### src/rtl/cofi_ctrl_if.sv
// Video-timing / config / status bundle for the composite-blend controller.
//   master : video timing source plus OSD/config side (drives pix_ce, hblank,
//            vblank, mode; observes enable, frame_valid, h_active, v_active)
//   slave  : cofi_ctrl itself
// Optional status signals frame_cnt/en_changed exist only when
// COFI_CTRL_STATUS_EN is defined.
interface cofi_ctrl_if #(
  parameter int unsigned HCNT_W = 10,
  parameter int unsigned VCNT_W = 10
);
  logic              pix_ce;
  logic              hblank;
  logic              vblank;
  logic [1:0]        mode;
  logic              enable;
  logic              frame_valid;
  logic [HCNT_W-1:0] h_active;
  logic [VCNT_W-1:0] v_active;
`ifdef COFI_CTRL_STATUS_EN
  logic [7:0]        frame_cnt;
  logic              en_changed;

  modport master (
    output pix_ce, hblank, vblank, mode,
    input  enable, frame_valid, h_active, v_active, frame_cnt, en_changed
  );

  modport slave (
    input  pix_ce, hblank, vblank, mode,
    output enable, frame_valid, h_active, v_active, frame_cnt, en_changed
  );
`else
  modport master (
    output pix_ce, hblank, vblank, mode,
    input  enable, frame_valid, h_active, v_active
  );

  modport slave (
    input  pix_ce, hblank, vblank, mode,
    output enable, frame_valid, h_active, v_active
  );
`endif
endinterface

### src/rtl/cofi_ctrl.sv
// cofi_ctrl: frame-aligned enable generator for the composite-blend stage.
// Measures active width/height on the pix_ce grid, classifies each frame as
// narrow (max width <= NARROW_MAX) or wide, and drives the blender enable from
// mode (0/3 off, 1 on, 2 auto). The enable only changes on the clk that samples
// a vblank rising edge, except while video is lost (watchdog expired), where it
// follows mode every clk.
// Ports:
//   clk    system clock
//   reset  synchronous, active-high
//   bus    cofi_ctrl_if.slave: pix_ce, hblank, vblank, mode in;
//          enable, frame_valid, h_active, v_active out
// Optional: define COFI_CTRL_STATUS_EN to add frame_cnt (valid frame count,
// wraps) and en_changed (1-clk pulse on every enable toggle).
module cofi_ctrl #(
  parameter int unsigned HCNT_W        = 10,
  parameter int unsigned VCNT_W        = 10,
  parameter int unsigned NARROW_MAX    = 256,
  parameter int unsigned STABLE_FRAMES = 2,
  parameter int unsigned WD_W          = 24
) (
  input  logic       clk,
  input  logic       reset,
  cofi_ctrl_if.slave bus
);

  localparam int unsigned STAB_W = $clog2(STABLE_FRAMES + 1);

  typedef enum logic [1:0] {
    SYNC    = 2'd0,
    MEASURE = 2'd1,
    LOST    = 2'd2
  } state_t;

  state_t            state, state_n;

  logic              hb_d, vb_d;
  logic              hb_rise, vb_rise;
  logic [HCNT_W-1:0] hcnt, frame_w;
  logic [VCNT_W-1:0] vcnt;
  logic [HCNT_W-1:0] h_act_r;
  logic [VCNT_W-1:0] v_act_r;
  logic [WD_W-1:0]   wdog;
  logic [STAB_W-1:0] stab, stab_n;
  logic              cand, cand_n;
  logic              en_r, en_n;
  logic              fv_r, fv_n;
  logic              latch;
  logic              wd_expired;
  logic              frame_ok;
  logic              cls;
  logic              stab_full;

  assign hb_rise    = bus.pix_ce & bus.hblank & ~hb_d;
  assign vb_rise    = bus.pix_ce & bus.vblank & ~vb_d;
  // A vblank rise on the same clk rescues the watchdog, so it never expires
  // on a frame end.
  assign wd_expired = (&wdog) & ~vb_rise;
  assign frame_ok   = (frame_w != '0) && (vcnt != '0);
  assign cls        = (32'(frame_w) <= NARROW_MAX);
  assign stab_full  = (32'(stab) >= STABLE_FRAMES);

  always_ff @(posedge clk) begin
    if (reset) state <= SYNC;
    else       state <= state_n;
  end

  always_comb begin
    state_n = state;
    en_n    = en_r;
    stab_n  = stab;
    cand_n  = cand;
    fv_n    = fv_r;
    latch   = 1'b0;
    case (state)
      SYNC: begin
        if (vb_rise) state_n = MEASURE;
      end
      MEASURE: begin
        if (vb_rise) begin
          if (frame_ok) begin
            latch = 1'b1;
            fv_n  = 1'b1;
            if (cls == cand) begin
              if (!stab_full) stab_n = stab + STAB_W'(1);
            end else begin
              cand_n = cls;
              stab_n = STAB_W'(1);
            end
          end else begin
            fv_n   = 1'b0;
            stab_n = '0;
          end
          // Auto looks at the stability count after this frame is folded in.
          case (bus.mode)
            2'd1:    en_n = 1'b1;
            2'd2:    if (32'(stab_n) >= STABLE_FRAMES) en_n = cand_n;
            default: en_n = 1'b0;
          endcase
        end
      end
      LOST: begin
        en_n = (bus.mode == 2'd1);
        if (vb_rise) state_n = SYNC;
      end
      default: state_n = SYNC;
    endcase
    if ((state != LOST) && wd_expired) begin
      state_n = LOST;
      en_n    = (bus.mode == 2'd1);
      fv_n    = 1'b0;
      stab_n  = '0;
    end
  end

  always_ff @(posedge clk) begin
    if (reset) begin
      en_r <= 1'b0;
      fv_r <= 1'b0;
      stab <= '0;
      cand <= 1'b0;
    end else begin
      en_r <= en_n;
      fv_r <= fv_n;
      stab <= stab_n;
      cand <= cand_n;
    end
  end

  always_ff @(posedge clk) begin
    if (reset) begin
      hb_d    <= 1'b0;
      vb_d    <= 1'b0;
      hcnt    <= '0;
      frame_w <= '0;
      vcnt    <= '0;
      wdog    <= '0;
      h_act_r <= '0;
      v_act_r <= '0;
    end else begin
      if (vb_rise)     wdog <= '0;
      else if (!(&wdog)) wdog <= wdog + WD_W'(1);

      if (bus.pix_ce) begin
        hb_d <= bus.hblank;
        vb_d <= bus.vblank;
      end

      // Frame end wins over a coincident hblank rise: the partial line is
      // dropped because everything clears here.
      if (vb_rise) begin
        hcnt    <= '0;
        frame_w <= '0;
        vcnt    <= '0;
      end else if (bus.pix_ce) begin
        if (hb_rise && !bus.vblank) begin
          if (hcnt != '0) begin
            if (hcnt > frame_w) frame_w <= hcnt;
            if (vcnt != '1)     vcnt    <= vcnt + VCNT_W'(1);
          end
          hcnt <= '0;
        end else if (!bus.hblank && !bus.vblank && (hcnt != '1)) begin
          hcnt <= hcnt + HCNT_W'(1);
        end
      end

      if (latch) begin
        h_act_r <= frame_w;
        v_act_r <= vcnt;
      end
    end
  end

  assign bus.enable      = en_r;
  assign bus.frame_valid = fv_r;
  assign bus.h_active    = h_act_r;
  assign bus.v_active    = v_act_r;

`ifdef COFI_CTRL_STATUS_EN
  logic [7:0] frame_cnt_r;
  logic       en_chg_r;

  always_ff @(posedge clk) begin
    if (reset) begin
      frame_cnt_r <= '0;
      en_chg_r    <= 1'b0;
    end else begin
      if (latch) frame_cnt_r <= frame_cnt_r + 8'd1;
      en_chg_r <= (en_n != en_r);
    end
  end

  assign bus.frame_cnt  = frame_cnt_r;
  assign bus.en_changed = en_chg_r;
`endif

endmodule
### src/flat_wrapper.sv
// flat-port wrapper written by rule: the top's interface ports become plain ports
module cofi_ctrl_flat 
#(
  parameter int unsigned HCNT_W        = 10,
  parameter int unsigned VCNT_W        = 10,
  parameter int unsigned NARROW_MAX    = 256,
  parameter int unsigned STABLE_FRAMES = 2,
  parameter int unsigned WD_W          = 24
)
  (clk, reset, bus_pix_ce, bus_hblank, bus_vblank, bus_mode, bus_enable, bus_frame_valid, bus_h_active, bus_v_active);
  cofi_ctrl_if #(.HCNT_W(HCNT_W), .VCNT_W(VCNT_W)) bus_i ();
  input  logic clk;
  input  logic reset;
  input wire logic [$bits(bus_i.pix_ce)-1:0] bus_pix_ce;
  input wire logic [$bits(bus_i.hblank)-1:0] bus_hblank;
  input wire logic [$bits(bus_i.vblank)-1:0] bus_vblank;
  input wire logic [$bits(bus_i.mode)-1:0] bus_mode;
  output wire logic [$bits(bus_i.enable)-1:0] bus_enable;
  output wire logic [$bits(bus_i.frame_valid)-1:0] bus_frame_valid;
  output wire logic [$bits(bus_i.h_active)-1:0] bus_h_active;
  output wire logic [$bits(bus_i.v_active)-1:0] bus_v_active;
  assign bus_i.pix_ce = bus_pix_ce;
  assign bus_i.hblank = bus_hblank;
  assign bus_i.vblank = bus_vblank;
  assign bus_i.mode = bus_mode;
  assign bus_enable = bus_i.enable;
  assign bus_frame_valid = bus_i.frame_valid;
  assign bus_h_active = bus_i.h_active;
  assign bus_v_active = bus_i.v_active;
  cofi_ctrl #(.HCNT_W(HCNT_W), .VCNT_W(VCNT_W), .NARROW_MAX(NARROW_MAX), .STABLE_FRAMES(STABLE_FRAMES), .WD_W(WD_W)) u_core (.clk(clk), .reset(reset), .bus(bus_i));
endmodule
### config.mk
export PLATFORM = sky130hd
export DESIGN_NAME = cofi_ctrl_flat
export DESIGN_NICKNAME = d
export VERILOG_FILES = /design/src/rtl/cofi_ctrl_if.sv /design/src/rtl/cofi_ctrl.sv /design/src/flat_wrapper.sv
export SDC_FILE = /design/constraint.sdc
export NUM_CORES = 1
export LEC_CHECK = 0
export ABC_AREA = 1
export BUFFER_PORTS_ARGS = -buffer_cell sky130_fd_sc_hd__buf_2
export CORE_ASPECT_RATIO = 0.9
export CORE_MARGIN = 2
export CORE_UTILIZATION = 50
export DETAILED_ROUTE_END_ITERATION = 7
export MAX_ROUTING_LAYER = met4
export PLACE_DENSITY = 0.77
export SLEW_MARGIN = 20
export SYNTH_ARGS = -nofsm -noshare
export SYNTH_HDL_FRONTEND = slang
export SYNTH_SLANG_ARGS = --single-unit
### constraint.sdc
create_clock -name clk -period 1.94 [get_ports clk]
set_clock_uncertainty 0.2 [all_clocks]
set_input_delay 0.194 -clock clk [delete_from_list [all_inputs] [get_ports clk]]
set_output_delay 0.194 -clock clk [all_outputs]
set_load 0.02 [all_outputs]
==> results of run 1 <==
-- logic make-up (layout without fill, tap and decap cells) --
family                     count (synthesis)  count (layout)  share of synthesized area
adders and majority gates                 22              22                     0.0627
buffers and inverters                    104             188                     0.0964
and+or+nand+nor                          266             266                      0.289
xor gates and xnor gates                  16              16                     0.0319
AOI/OAI and AO/OA                        115             115                      0.141
DFF                                       83              83                      0.379
-- metal layers --
layer | up-vias | routed length, um | part of all wire
met5 | - | 0 | 0
met4 | 0 | 293 | 0.026
met3 | 30 | 607 | 0.054
met2 | 141 | 5380 | 0.48
met1 | 2034 | 4960 | 0.44
li1 | 2130 | - | -
-- area by class of cell --
cell class | count | area (um^2)
clock inverters | 6 | 48.8
fillers | 679 | 3030
well taps | 119 | 149
inverters | 90 | 348
multi-input cells | 419 | 2550
clock buffers | 10 | 138
flip-flops and latches | 83 | 1690
repair buffers | 82 | 577
-- sequential cells by signal (all words and copies together) (netlist names) --
signal	count
u_core.bus.enable	1
u_core.bus.frame_valid	1
u_core.bus.h_active	10
u_core.frame_w	10
u_core.cand	1
u_core.hcnt	10
u_core.stab	2
u_core.vcnt	10
u_core.state	2
u_core.wdog	24
u_core.vb_d	1
u_core.hb_d	1
u_core.bus.v_active	10
-- where the power goes --
part	leakage [uW]	switching, uW	internal (uW)
registers	0.000679	14.9	1720
logic	0.00160	139	88.2
clock network	0.0000855	689	510
-- per-stage QoR --
| stage | utilization | setup TNS [ns] |
|---|---|---|
| finish | 0.644 | -0.249 |
| global route | 0.644 | -0.940 |
| CTS | 0.605 | 0 |
| detailed placement | 0.576 | -0.672 |
| global placement | 0.576 | -0.00662 |
| floorplan | - | 0 |
-- final timing paths --
check | startpoint | to | depth (start not counted)
min | bus_hblank | u_core.hb_d | 4
min reg2reg | u_core.bus.frame_valid | u_core.bus.frame_valid | 2
max | u_core.frame_w[2] | u_core.frame_w[2] | 10
max reg2reg | u_core.frame_w[2] | u_core.frame_w[2] | 10
-- what timing repair did --
action / CTS / global route
endpoints found under the hold margin: 5 / 0
hold buffers: 3 / 0
gates cloned: 0 / 0
endpoints found under the setup margin: 13 / 51
resized for setup: 5 / 77
setup buffers: 2 / 8
pin swaps: 3 / 18
-- Yosys cell counts, types with 2 or more instances --
cell / n / area, um^2
sky130_fd_sc_hd__a211oi_1: 2 / 15.0
sky130_fd_sc_hd__a21oi_1: 48 / 240
sky130_fd_sc_hd__a31oi_1: 4 / 25.0
sky130_fd_sc_hd__buf_2: 5 / 25.0
sky130_fd_sc_hd__buf_6: 3 / 33.8
sky130_fd_sc_hd__clkbuf_1: 4 / 15.0
sky130_fd_sc_hd__clkinv_1: 2 / 7.51
sky130_fd_sc_hd__dfxtp_1: 83 / 1660
sky130_fd_sc_hd__ha_1: 22 / 275
sky130_fd_sc_hd__inv_1: 78 / 293
sky130_fd_sc_hd__inv_2: 10 / 37.5
sky130_fd_sc_hd__nand2_1: 102 / 383
sky130_fd_sc_hd__nand2_2: 9 / 56.3
sky130_fd_sc_hd__nand3_1: 20 / 100
sky130_fd_sc_hd__nand3_2: 2 / 20.0
sky130_fd_sc_hd__nand4_1: 14 / 87.6
sky130_fd_sc_hd__nor2_1: 77 / 289
sky130_fd_sc_hd__nor2_2: 6 / 37.5
sky130_fd_sc_hd__nor2_4: 2 / 22.5
sky130_fd_sc_hd__nor3_1: 17 / 85.1
sky130_fd_sc_hd__nor3_2: 3 / 30.0
sky130_fd_sc_hd__nor3_4: 2 / 32.5
sky130_fd_sc_hd__nor4_1: 3 / 18.8
sky130_fd_sc_hd__o211ai_1: 2 / 15.0
sky130_fd_sc_hd__o21ai_0: 20 / 100
sky130_fd_sc_hd__o21ai_1: 30 / 150
sky130_fd_sc_hd__or2_2: 2 / 12.5
sky130_fd_sc_hd__xnor2_1: 7 / 61.3
sky130_fd_sc_hd__xor2_1: 9 / 78.8
-- worst reg2reg max path, stage by stage, from the launching register on --
cell                        delay, ns
sky130_fd_sc_hd__dfxtp_2         0.35
sky130_fd_sc_hd__inv_1           0.05
sky130_fd_sc_hd__ha_1            0.32
sky130_fd_sc_hd__nand2_2         0.09
sky130_fd_sc_hd__nor2_2          0.09
sky130_fd_sc_hd__o211ai_1        0.10
sky130_fd_sc_hd__o2111ai_1       0.13
sky130_fd_sc_hd__nand2_1         0.14
sky130_fd_sc_hd__buf_6           0.17
sky130_fd_sc_hd__o21ai_0         0.27
sky130_fd_sc_hd__nor2_1          0.09
==> impl_results.html, run 1 <==
<table>
<tr><th>Metric</th><th>Value</th></tr>
<tr><th colspan="2">Outcome</th></tr>
<tr><td>Status</td><td>finished, violations left</td></tr>
<tr><td>Violations in the final reports</td><td>negative setup slack</td></tr>
<tr><th colspan="2">Global route</th></tr>
<tr><td>Met1 Use GR</td><td>0.304</td></tr>
<tr><td>M3 GR Usage</td><td>0.0506</td></tr>
<tr><td>GRT busiest layer</td><td>met2</td></tr>
<tr><td>First-pass GRT wire length</td><td>17600 um</td></tr>
<tr><td>Total Routing Usage GR</td><td>0.239</td></tr>
<tr><td>Pin count of the biggest net entering global routing</td><td>38</td></tr>
<tr><td>GR Util met2</td><td>0.365</td></tr>
<tr><td>Via count of the first global-routing pass</td><td>3899</td></tr>
<tr><td>Number of antenna violations at the first check in global routing</td><td>0</td></tr>
<tr><td>Remaining global-route overflow</td><td>0</td></tr>
<tr><th colspan="2">Setup path</th></tr>
<tr><td>Critical Path, Cell by Cell</td><td>inv_1, ha_1, nand2_2, nor2_2, o211ai_1, o2111ai_1, nand2_1, buf_6, o21ai_0, nor2_1</td></tr>
<tr><td>Buffering stage count on the worst path with inverters included</td><td>2</td></tr>
<tr><td>Setup slack of the worst register-to-register path</td><td>-0.17 ns</td></tr>
<tr><td>Signal arrival time at the worst endpoint</td><td>2.17 ns</td></tr>
<tr><td>Required time worst endpoint</td><td>1.99 ns</td></tr>
<tr><td>Worst path top cell family by delay</td><td>compound AO/OA/AOI/OAI gates</td></tr>
<tr><td>Critical Path Max Stage Delay</td><td>0.35 ns</td></tr>
<tr><td>Kind of start point of the critical path</td><td>register</td></tr>
<tr><td>Kind of capture point of the worst setup path</td><td>register</td></tr>
<tr><td>Category of the most critical setup path</td><td>reg2reg</td></tr>
<tr><td>CP max stage cell</td><td>sky130_fd_sc_hd__dfxtp_2</td></tr>
<tr><td>Crit-path max FO</td><td>10</td></tr>
<tr><th colspan="2">Pwr</th></tr>
<tr><td>Total chip power</td><td>3160 uW</td></tr>
<tr><td>Peak supply drop</td><td>0.000328 V</td></tr>
<tr><td>Static leakage power</td><td>0.00236 uW</td></tr>
<tr><td>Total power divided by cell area</td><td>575 mW/mm^2</td></tr>
<tr><th colspan="2">CTS</th></tr>
<tr><td>Number of buffers on the longest clock path</td><td>2</td></tr>
<tr><td>Sink count of the clock tree</td><td>83</td></tr>
<tr><td>H-tree levels</td><td>3</td></tr>
<tr><td>Clock buffer count from CTS</td><td>9</td></tr>
<tr><td>Clock tree from TritonCTS</td><td>done</td></tr>
<tr><td>Root buffer cell</td><td>sky130_fd_sc_hd__clkbuf_8</td></tr>
<tr><td>Register clock-pin slew on the reported worst setup and hold paths</td><td>0.09 ns</td></tr>
<tr><td>Clock insertion delay at the later pin of the skew report</td><td>0.38 ns</td></tr>
<tr><th colspan="2">Synth</th></tr>
<tr><td>Synth async-reset ratio</td><td>0</td></tr>
<tr><td>Sequential share of the synthesized area</td><td>0.379</td></tr>
<tr><td>Count of distinct cell types in the synthesized netlist</td><td>47</td></tr>
<tr><td>Gate Count Post-Synth</td><td>606</td></tr>
<tr><td>Register bit total from synthesis</td><td>83</td></tr>
<tr><td>Post-synthesis area per instance</td><td>7.24 um^2</td></tr>
<tr><td>Number of flops mapped to enable cells by yosys</td><td>0</td></tr>
<tr><td>Number of nets in the synthesized netlist</td><td>635</td></tr>
<tr><td>Number of warnings reported in the yosys synthesis log</td><td>0</td></tr>
<tr><td>Ys flop type</td><td>sky130_fd_sc_hd__dfxtp_1</td></tr>
<tr><td>Cell area after technology mapping</td><td>0.00439 mm^2</td></tr>
<tr><th colspan="2">STA</th></tr>
<tr><td>Final cycle utilization of the critical path</td><td>1.09</td></tr>
<tr><td>Final min period</td><td>2.11 ns</td></tr>
<tr><td>WHS</td><td>0.0224 ns</td></tr>
<tr><td>Setup repair after global routing missed its margin</td><td>yes</td></tr>
<tr><td>Upper clock frequency limit</td><td>473 MHz</td></tr>
<tr><td>Tightest slew margin relative to the limit</td><td>0.746</td></tr>
<tr><td>Transition at the pin with the smallest max-transition slack</td><td>0.381 ns</td></tr>
<tr><td>Smallest setup slack after layout</td><td>-0.172 ns</td></tr>
<tr><td>Hold violation total from the final report</td><td>0</td></tr>
<tr><td>Final max-slew violation count</td><td>0</td></tr>
<tr><td>Final setup violating endpoints</td><td>4</td></tr>
<tr><th colspan="2">Route</th></tr>
<tr><td>Routed wire length per instance</td><td>13.9 um</td></tr>
<tr><td>Vias per Instance</td><td>5.36</td></tr>
<tr><td>Detailed Routing Iterations Pass 1</td><td>5</td></tr>
<tr><td>Count of unresolved DRC violations after routing</td><td>0</td></tr>
<tr><td>WL final</td><td>11200 um</td></tr>
<tr><td>Count of antenna-violating nets left after detailed routing</td><td>0</td></tr>
<tr><td>Number of design-rule violations left by the first detailed-router iteration</td><td>388</td></tr>
<tr><td>Via count</td><td>4335</td></tr>
<tr><th colspan="2">Cells and area</th></tr>
<tr><td>Final non-filler cell total</td><td>809</td></tr>
<tr><td>Most common cell after layout, fill and taps aside</td><td>sky130_fd_sc_hd__nand2_1</td></tr>
<tr><td>Design Area, Final</td><td>0.00550 mm^2</td></tr>
<tr><td>Nets</td><td>714</td></tr>
<tr><td>Most used cells in the layout excluding fill and tap cells</td><td>sky130_fd_sc_hd__nand2_1, sky130_fd_sc_hd__inv_1, sky130_fd_sc_hd__nor2_1</td></tr>
<tr><td>Layout cells sized above 1</td><td>0.277</td></tr>
<tr><td>Antenna diode count</td><td>0</td></tr>
<tr><td>Area Overhead vs Synth</td><td>25.3%</td></tr>
<tr><th colspan="2">Place</th></tr>
<tr><td>Gp weighted congestion</td><td>0.888</td></tr>
<tr><td>Post-placement cell area</td><td>0.00491 mm^2</td></tr>
<tr><td>Setup slack after placement</td><td>-0.0792 ns</td></tr>
<tr><td>Placed Cells</td><td>780</td></tr>
<tr><td>HPWL reported at the end of detailed placement</td><td>7650 um</td></tr>
<tr><td>Number of buffer cells added on primary ports</td><td>28</td></tr>
<tr><th colspan="2">Floorplan</th></tr>
<tr><td>Area of the core region</td><td>0.00853 mm^2</td></tr>
<tr><td>Die area</td><td>0.00954 mm^2</td></tr>
<tr><td>Initial core utilization</td><td>0.514</td></tr>
<tr><td>Die outline height</td><td>92.9 um</td></tr>
<tr><td>Die W</td><td>103 um</td></tr>
<tr><td>Number of cell rows</td><td>32</td></tr>
<tr><td>I/O pin count</td><td>29</td></tr>
<tr><th colspan="2">Run</th></tr>
<tr><td>Maximum Capacitance Violations</td><td>0</td></tr>
<tr><th colspan="2">Min path</th></tr>
<tr><td>Path class of the lowest-slack min-delay path</td><td>in2reg</td></tr>
</table>
Note: power is estimated with default switching activity, not from simulation.
==> inputs of run 2 (changes only) <==
--- a/config.mk
+++ b/config.mk
@@ -5,14 +5,13 @@
 export SDC_FILE = /design/constraint.sdc
 export NUM_CORES = 1
 export LEC_CHECK = 0
-export ABC_AREA = 1
 export BUFFER_PORTS_ARGS = -buffer_cell sky130_fd_sc_hd__buf_2
 export CORE_ASPECT_RATIO = 0.9
 export CORE_MARGIN = 2
 export CORE_UTILIZATION = 50
 export DETAILED_ROUTE_END_ITERATION = 7
 export MAX_ROUTING_LAYER = met4
-export PLACE_DENSITY = 0.77
+export PLACE_DENSITY = 0.78
 export SLEW_MARGIN = 20
 export SYNTH_ARGS = -nofsm -noshare
 export SYNTH_HDL_FRONTEND = slang
==> impl_results.html, run 2 <==
<table>
<tr><th>Metric</th><th>Value</th></tr>
<tr><th colspan="2">Pwr</th></tr>
<tr><td>Power share of the combinational group</td><td>0.057 (-0.015)</td></tr>
<tr><td>Static leakage power</td><td>0.00256 uW (+8.4%)</td></tr>
<tr><td>Peak supply drop</td><td>0.000492 V (+50%)</td></tr>
<tr><td>Total chip power</td><td>3230 uW (+2.1%)</td></tr>
<tr><td>Fraction of power spent switching nets</td><td>0.261 (-0.00562)</td></tr>
<tr><td>Share of total power in sequential cells</td><td>0.532 (-0.017)</td></tr>
<tr><td>Internal power</td><td>2390 uW (+2.9%)</td></tr>
<tr><td>Total power divided by cell area</td><td>539 mW/mm^2 (-6.3%)</td></tr>
<tr><td>Part of the total power dissipated in the clock network</td><td>0.411 (+0.031)</td></tr>
<tr><td>Power spent charging and discharging nets</td><td>842 uW (about the same)</td></tr>
<tr><th colspan="2">STA</th></tr>
<tr><td>Smallest setup slack after layout</td><td>-0.312 ns (-0.140 ns)</td></tr>
<tr><td>Final max-slew violation count</td><td>0 (unchanged)</td></tr>
<tr><td>Final setup violating endpoints</td><td>58 (+54)</td></tr>
<tr><td>Final cycle utilization of the critical path</td><td>1.16 (+0.0722)</td></tr>
<tr><td>Final min period</td><td>2.25 ns (+0.140 ns)</td></tr>
<tr><td>Upper clock frequency limit</td><td>444 MHz (-6.2%)</td></tr>
<tr><td>Tightest slew margin relative to the limit</td><td>0.672 (-0.0734)</td></tr>
<tr><td>Hold violation total from the final report</td><td>0 (unchanged)</td></tr>
<tr><td>Transition at the pin with the smallest max-transition slack</td><td>0.486 ns (+0.105 ns)</td></tr>
<tr><td>Setup repair after global routing missed its margin</td><td>yes</td></tr>
<tr><td>Total Neg Setup Slack</td><td>-8.07 ns (-7.82 ns)</td></tr>
<tr><th colspan="2">Route</th></tr>
<tr><td>Number of design-rule violations left by the first detailed-router iteration</td><td>502 (+29%)</td></tr>
<tr><td>Detailed Routing Iterations Pass 1</td><td>7 (+2)</td></tr>
<tr><td>Count of unresolved DRC violations after routing</td><td>0 (unchanged)</td></tr>
<tr><td>Via count</td><td>4406 (+1.6%)</td></tr>
<tr><td>Routed wire length per instance</td><td>20.8 um (+50%)</td></tr>
<tr><td>Count of antenna-violating nets left after detailed routing</td><td>0 (unchanged)</td></tr>
<tr><td>Vias per Instance</td><td>6.15 (+15%)</td></tr>
<tr><td>WL final</td><td>14900 um (+33%)</td></tr>
<tr><th colspan="2">Cells and area</th></tr>
<tr><td>Number of flip-flops in the largest register</td><td>24 (unchanged)</td></tr>
<tr><td>Layout Utilization</td><td>0.750 (+0.105)</td></tr>
<tr><td>Layout cells sized above 1</td><td>0.429 (+0.152)</td></tr>
<tr><td>Footprint of the flip-flops and latches</td><td>0.00172 mm^2 (+1.9%)</td></tr>
<tr><td>Fillers</td><td>464 (-32%)</td></tr>
<tr><td>Antenna diode count</td><td>0 (unchanged)</td></tr>
<tr><td>Register name with the most flops</td><td>u_core.wdog</td></tr>
<tr><td>Area occupied by multi-input gates</td><td>0.00269 mm^2 (+5.4%)</td></tr>
<tr><td>Nets</td><td>642 (-10%)</td></tr>
<tr><td>Most used cells in the layout excluding fill and tap cells</td><td>sky130_fd_sc_hd__buf_4, sky130_fd_sc_hd__nor2_1, sky130_fd_sc_hd__dfxtp_1</td></tr>
<tr><td>Most common cell after layout, fill and taps aside</td><td>sky130_fd_sc_hd__buf_4</td></tr>
<tr><td>Area Overhead vs Synth</td><td>46.8%</td></tr>
<tr><th colspan="2">Setup path</th></tr>
<tr><td>Category of the most critical setup path</td><td>reg2reg</td></tr>
<tr><td>Kind of start point of the critical path</td><td>register</td></tr>
<tr><td>Signal arrival time at the worst endpoint</td><td>2.33 ns (+0.16 ns)</td></tr>
<tr><td>CP max stage cell</td><td>sky130_fd_sc_hd__dfxtp_4</td></tr>
<tr><td>Critical path launch point</td><td>u_core.hcnt[1]</td></tr>
<tr><td>Crit-path max FO</td><td>8 (-2)</td></tr>
<tr><td>Buffering stage count on the worst path with inverters included</td><td>1 (-1)</td></tr>
<tr><td>Reg2Reg Launch Point</td><td>u_core.hcnt[1]</td></tr>
<tr><td>Kind of capture point of the worst setup path</td><td>register</td></tr>
<tr><td>Critical Path, Cell by Cell</td><td>ha_4, nor2b_4, o211ai_1, a31oi_1, o31ai_1, a21oi_1, buf_4, mux2i_1</td></tr>
<tr><td>Required time worst endpoint</td><td>2.02 ns (+0.03 ns)</td></tr>
<tr><td>Worst path top cell family by delay</td><td>compound AO/OA/AOI/OAI gates</td></tr>
<tr><td>Critical Path Max Stage Delay</td><td>0.40 ns (+0.05 ns)</td></tr>
<tr><th colspan="2">Synth</th></tr>
<tr><td>Most frequent cells after synthesis</td><td>sky130_fd_sc_hd__dfxtp_1, sky130_fd_sc_hd__nor2_1, sky130_fd_sc_hd__nand2_1</td></tr>
<tr><td>Post-synthesis area per instance</td><td>8.68 um^2 (+20%)</td></tr>
<tr><td>Gate Count Post-Synth</td><td>470 (-22%)</td></tr>
<tr><td>Register bit total from synthesis</td><td>83 (unchanged)</td></tr>
<tr><td>Share of Yosys cell area claimed by the top area cell type</td><td>0.407 (+0.0283)</td></tr>
<tr><td>Number of warnings reported in the yosys synthesis log</td><td>0 (unchanged)</td></tr>
<tr><td>Ys flop type</td><td>sky130_fd_sc_hd__dfxtp_1</td></tr>
<tr><td>Number of nets in the synthesized netlist</td><td>499 (-21%)</td></tr>
<tr><td>Count leader, synth</td><td>sky130_fd_sc_hd__dfxtp_1</td></tr>
<tr><td>Cell area after technology mapping</td><td>0.00408 mm^2 (-7.0%)</td></tr>
<tr><td>Sequential share of the synthesized area</td><td>0.407 (+0.0283)</td></tr>
<tr><td>Number of flops mapped to enable cells by yosys</td><td>0 (unchanged)</td></tr>
<tr><td>Count of distinct cell types in the synthesized netlist</td><td>51 (+8.5%)</td></tr>
<tr><td>Post-synth top area cell</td><td>sky130_fd_sc_hd__dfxtp_1</td></tr>
<tr><td>Area contributors post-synth</td><td>sky130_fd_sc_hd__dfxtp_1, sky130_fd_sc_hd__mux2i_1, sky130_fd_sc_hd__ha_1</td></tr>
<tr><td>Synth async-reset ratio</td><td>0 (unchanged)</td></tr>
<tr><th colspan="2">Run</th></tr>
<tr><td>Maximum Capacitance Violations</td><td>0 (unchanged)</td></tr>
<tr><th colspan="2">Outcome</th></tr>
<tr><td>Status</td><td>finished, violations left</td></tr>
<tr><td>Violations in the final reports</td><td>negative setup slack</td></tr>
<tr><th colspan="2">Place</th></tr>
<tr><td>HPWL reported at the end of detailed placement</td><td>6900 um (-9.8%)</td></tr>
<tr><td>Gp weighted congestion</td><td>0.989 (+11%)</td></tr>
<tr><td>Number of buffer cells added on primary ports</td><td>28 (unchanged)</td></tr>
<tr><th colspan="2">Global route</th></tr>
<tr><td>Pin count of the biggest net entering global routing</td><td>23 (-39%)</td></tr>
<tr><td>Total Routing Usage GR</td><td>0.297 (+0.0582)</td></tr>
<tr><td>First-pass GRT wire length</td><td>20800 um (+18%)</td></tr>
<tr><td>M3 GR Usage</td><td>0.0490 (-0.00158)</td></tr>
<tr><td>GRT busiest layer</td><td>met2</td></tr>
<tr><td>Via count of the first global-routing pass</td><td>4226 (+8.4%)</td></tr>
<tr><td>Remaining global-route overflow</td><td>0 (unchanged)</td></tr>
<tr><td>GR Util met2</td><td>0.482 (+0.117)</td></tr>
<tr><td>Number of antenna violations at the first check in global routing</td><td>0 (unchanged)</td></tr>
<tr><td>Met1 Use GR</td><td>0.362 (+0.0583)</td></tr>
<tr><th colspan="2">CTS</th></tr>
<tr><td>Clock buffer count from CTS</td><td>9 (unchanged)</td></tr>
<tr><td>H-tree levels</td><td>3 (unchanged)</td></tr>
<tr><td>Register clock-pin slew on the reported worst setup and hold paths</td><td>0.10 ns (about the same)</td></tr>
<tr><td>Number of buffers on the longest clock path</td><td>2 (unchanged)</td></tr>
<tr><td>Clock tree from TritonCTS</td><td>done</td></tr>
<tr><td>Clock insertion delay at the later pin of the skew report</td><td>0.37 ns (about the same)</td></tr>
<tr><td>Sink count of the clock tree</td><td>83 (unchanged)</td></tr>
<tr><td>Root buffer cell</td><td>sky130_fd_sc_hd__clkbuf_8</td></tr>
<tr><th colspan="2">Min path</th></tr>
<tr><td>Start point of the worst min-delay path</td><td>bus_vblank</td></tr>
<tr><td>Path class of the lowest-slack min-delay path</td><td>in2reg</td></tr>
<tr><th colspan="2">Floorplan</th></tr>
<tr><td>Die area</td><td>0.00890 mm^2 (-6.7%)</td></tr>
<tr><td>Die W</td><td>99.2 um (-3.4%)</td></tr>
<tr><td>Area of the core region</td><td>0.00799 mm^2 (-6.3%)</td></tr>
<tr><td>Initial core utilization</td><td>0.511 (-0.00357)</td></tr>
<tr><td>Number of cell rows</td><td>31 (-3.1%)</td></tr>
<tr><td>Die outline height</td><td>89.7 um (-3.4%)</td></tr>
<tr><td>I/O pin count</td><td>29 (unchanged)</td></tr>
</table>
==> run 2: changes by cell type in the layout (fill, tap and decap cells not counted), moves of 7 or more <==
cell | previous run | this run
sky130_fd_sc_hd__buf_4 | 47 | 106
sky130_fd_sc_hd__nand2_2 | 15 | 4
sky130_fd_sc_hd__dfxtp_4 | 0 | 8
sky130_fd_sc_hd__mux2i_1 | 0 | 32
sky130_fd_sc_hd__nand3_1 | 17 | 8
sky130_fd_sc_hd__xnor2_1 | 7 | 14
sky130_fd_sc_hd__o21ai_1 | 36 | 3
sky130_fd_sc_hd__nor3_1 | 14 | 6
sky130_fd_sc_hd__inv_1 | 78 | 21
sky130_fd_sc_hd__dfxtp_1 | 63 | 53
sky130_fd_sc_hd__a21oi_1 | 45 | 10
sky130_fd_sc_hd__nand2_1 | 93 | 43
sky130_fd_sc_hd__or3_1 | 0 | 7
==> run 2: power groups by stage <==
stage | clock network [uW] | registers [uW] | logic [uW]
floorplan | 0 | 1760 | 86.1
global placement | 0 | 1760 | 137
detailed placement | 0 | 1760 | 140
CTS | 1290 | 1720 | 157
global route | 1380 | 1720 | 195
finish | 1330 | 1720 | 183
==> run 2: logic make-up after synthesis <==
logic type,share of synthesized area
XOR/XNOR,0.0665
AND/OR/NAND/NOR,0.237
AO/OA/AOI/OAI,0.0889
buffers and inverters,0.0466
multiplexers,0.0837
flip-flops,0.407
adder cells (fa/ha/maj),0.0699
==> run 2: final cells by class <==
cell class              instances  area share
clock buffers                   9      0.0207
multi-input cells             343       0.449
well taps                      99      0.0207
clock inverters                 7      0.0121
repair buffers                150       0.194
inverters                      26      0.0171
flip-flops and latches         83       0.287
==> run 2: per-layer routing <==
layer,share of wire,wire (um),up-vias
met3,0.088,1310,110
met2,0.47,7020,306
met1,0.38,5650,2083
met4,0.061,915,0
li1,-,-,1907
met5,0,0,-
==> run 2: path summary, 6_finish.rpt <==
| check | end | slack, ns | cells past startpoint |
|---|---|---|---|
| hold reg to reg | u_core.bus.h_active[7] | 0.30 | 2 |
| setup / recovery | u_core.frame_w[2] | -0.31 | 8 |
| hold / removal | u_core.vb_d | 0.02 | 4 |
| setup reg to reg | u_core.frame_w[2] | -0.31 | 8 |
==> run 2: timing repair <==
item / in CTS / in global routing
gates cloned: 2 / 1
setup buffers: 28 / 8
hold buffers: 3 / 0
hold endpoints to repair: 3 / 0
pin swaps: 28 / 34
resized for setup: 67 / 49
endpoints found under the setup margin: 54 / 65
==> run 2: worst reg2reg max path, cell delays in order (launching register included) <==
cell	delay [ns]
sky130_fd_sc_hd__dfxtp_4	0.40
sky130_fd_sc_hd__ha_4	0.28
sky130_fd_sc_hd__nor2b_4	0.13
sky130_fd_sc_hd__o211ai_1	0.10
sky130_fd_sc_hd__a31oi_1	0.22
sky130_fd_sc_hd__o31ai_1	0.10
sky130_fd_sc_hd__a21oi_1	0.24
sky130_fd_sc_hd__buf_4	0.26
sky130_fd_sc_hd__mux2i_1	0.24
==> run 2: stage by stage <==
step                std cells  instance area, um^2  hold WS (ns)  setup WS, ns
finish                    717                 5990        0.0202        -0.312
global route              717                 5990        0.0658        -0.367
CTS                       711                 5760        0.0253        -0.119
detailed placement        663                 5030         0.256        -0.206
global placement          663                 5030         0.257        -0.113
floorplan                 470                 4230         0.141        -0.211
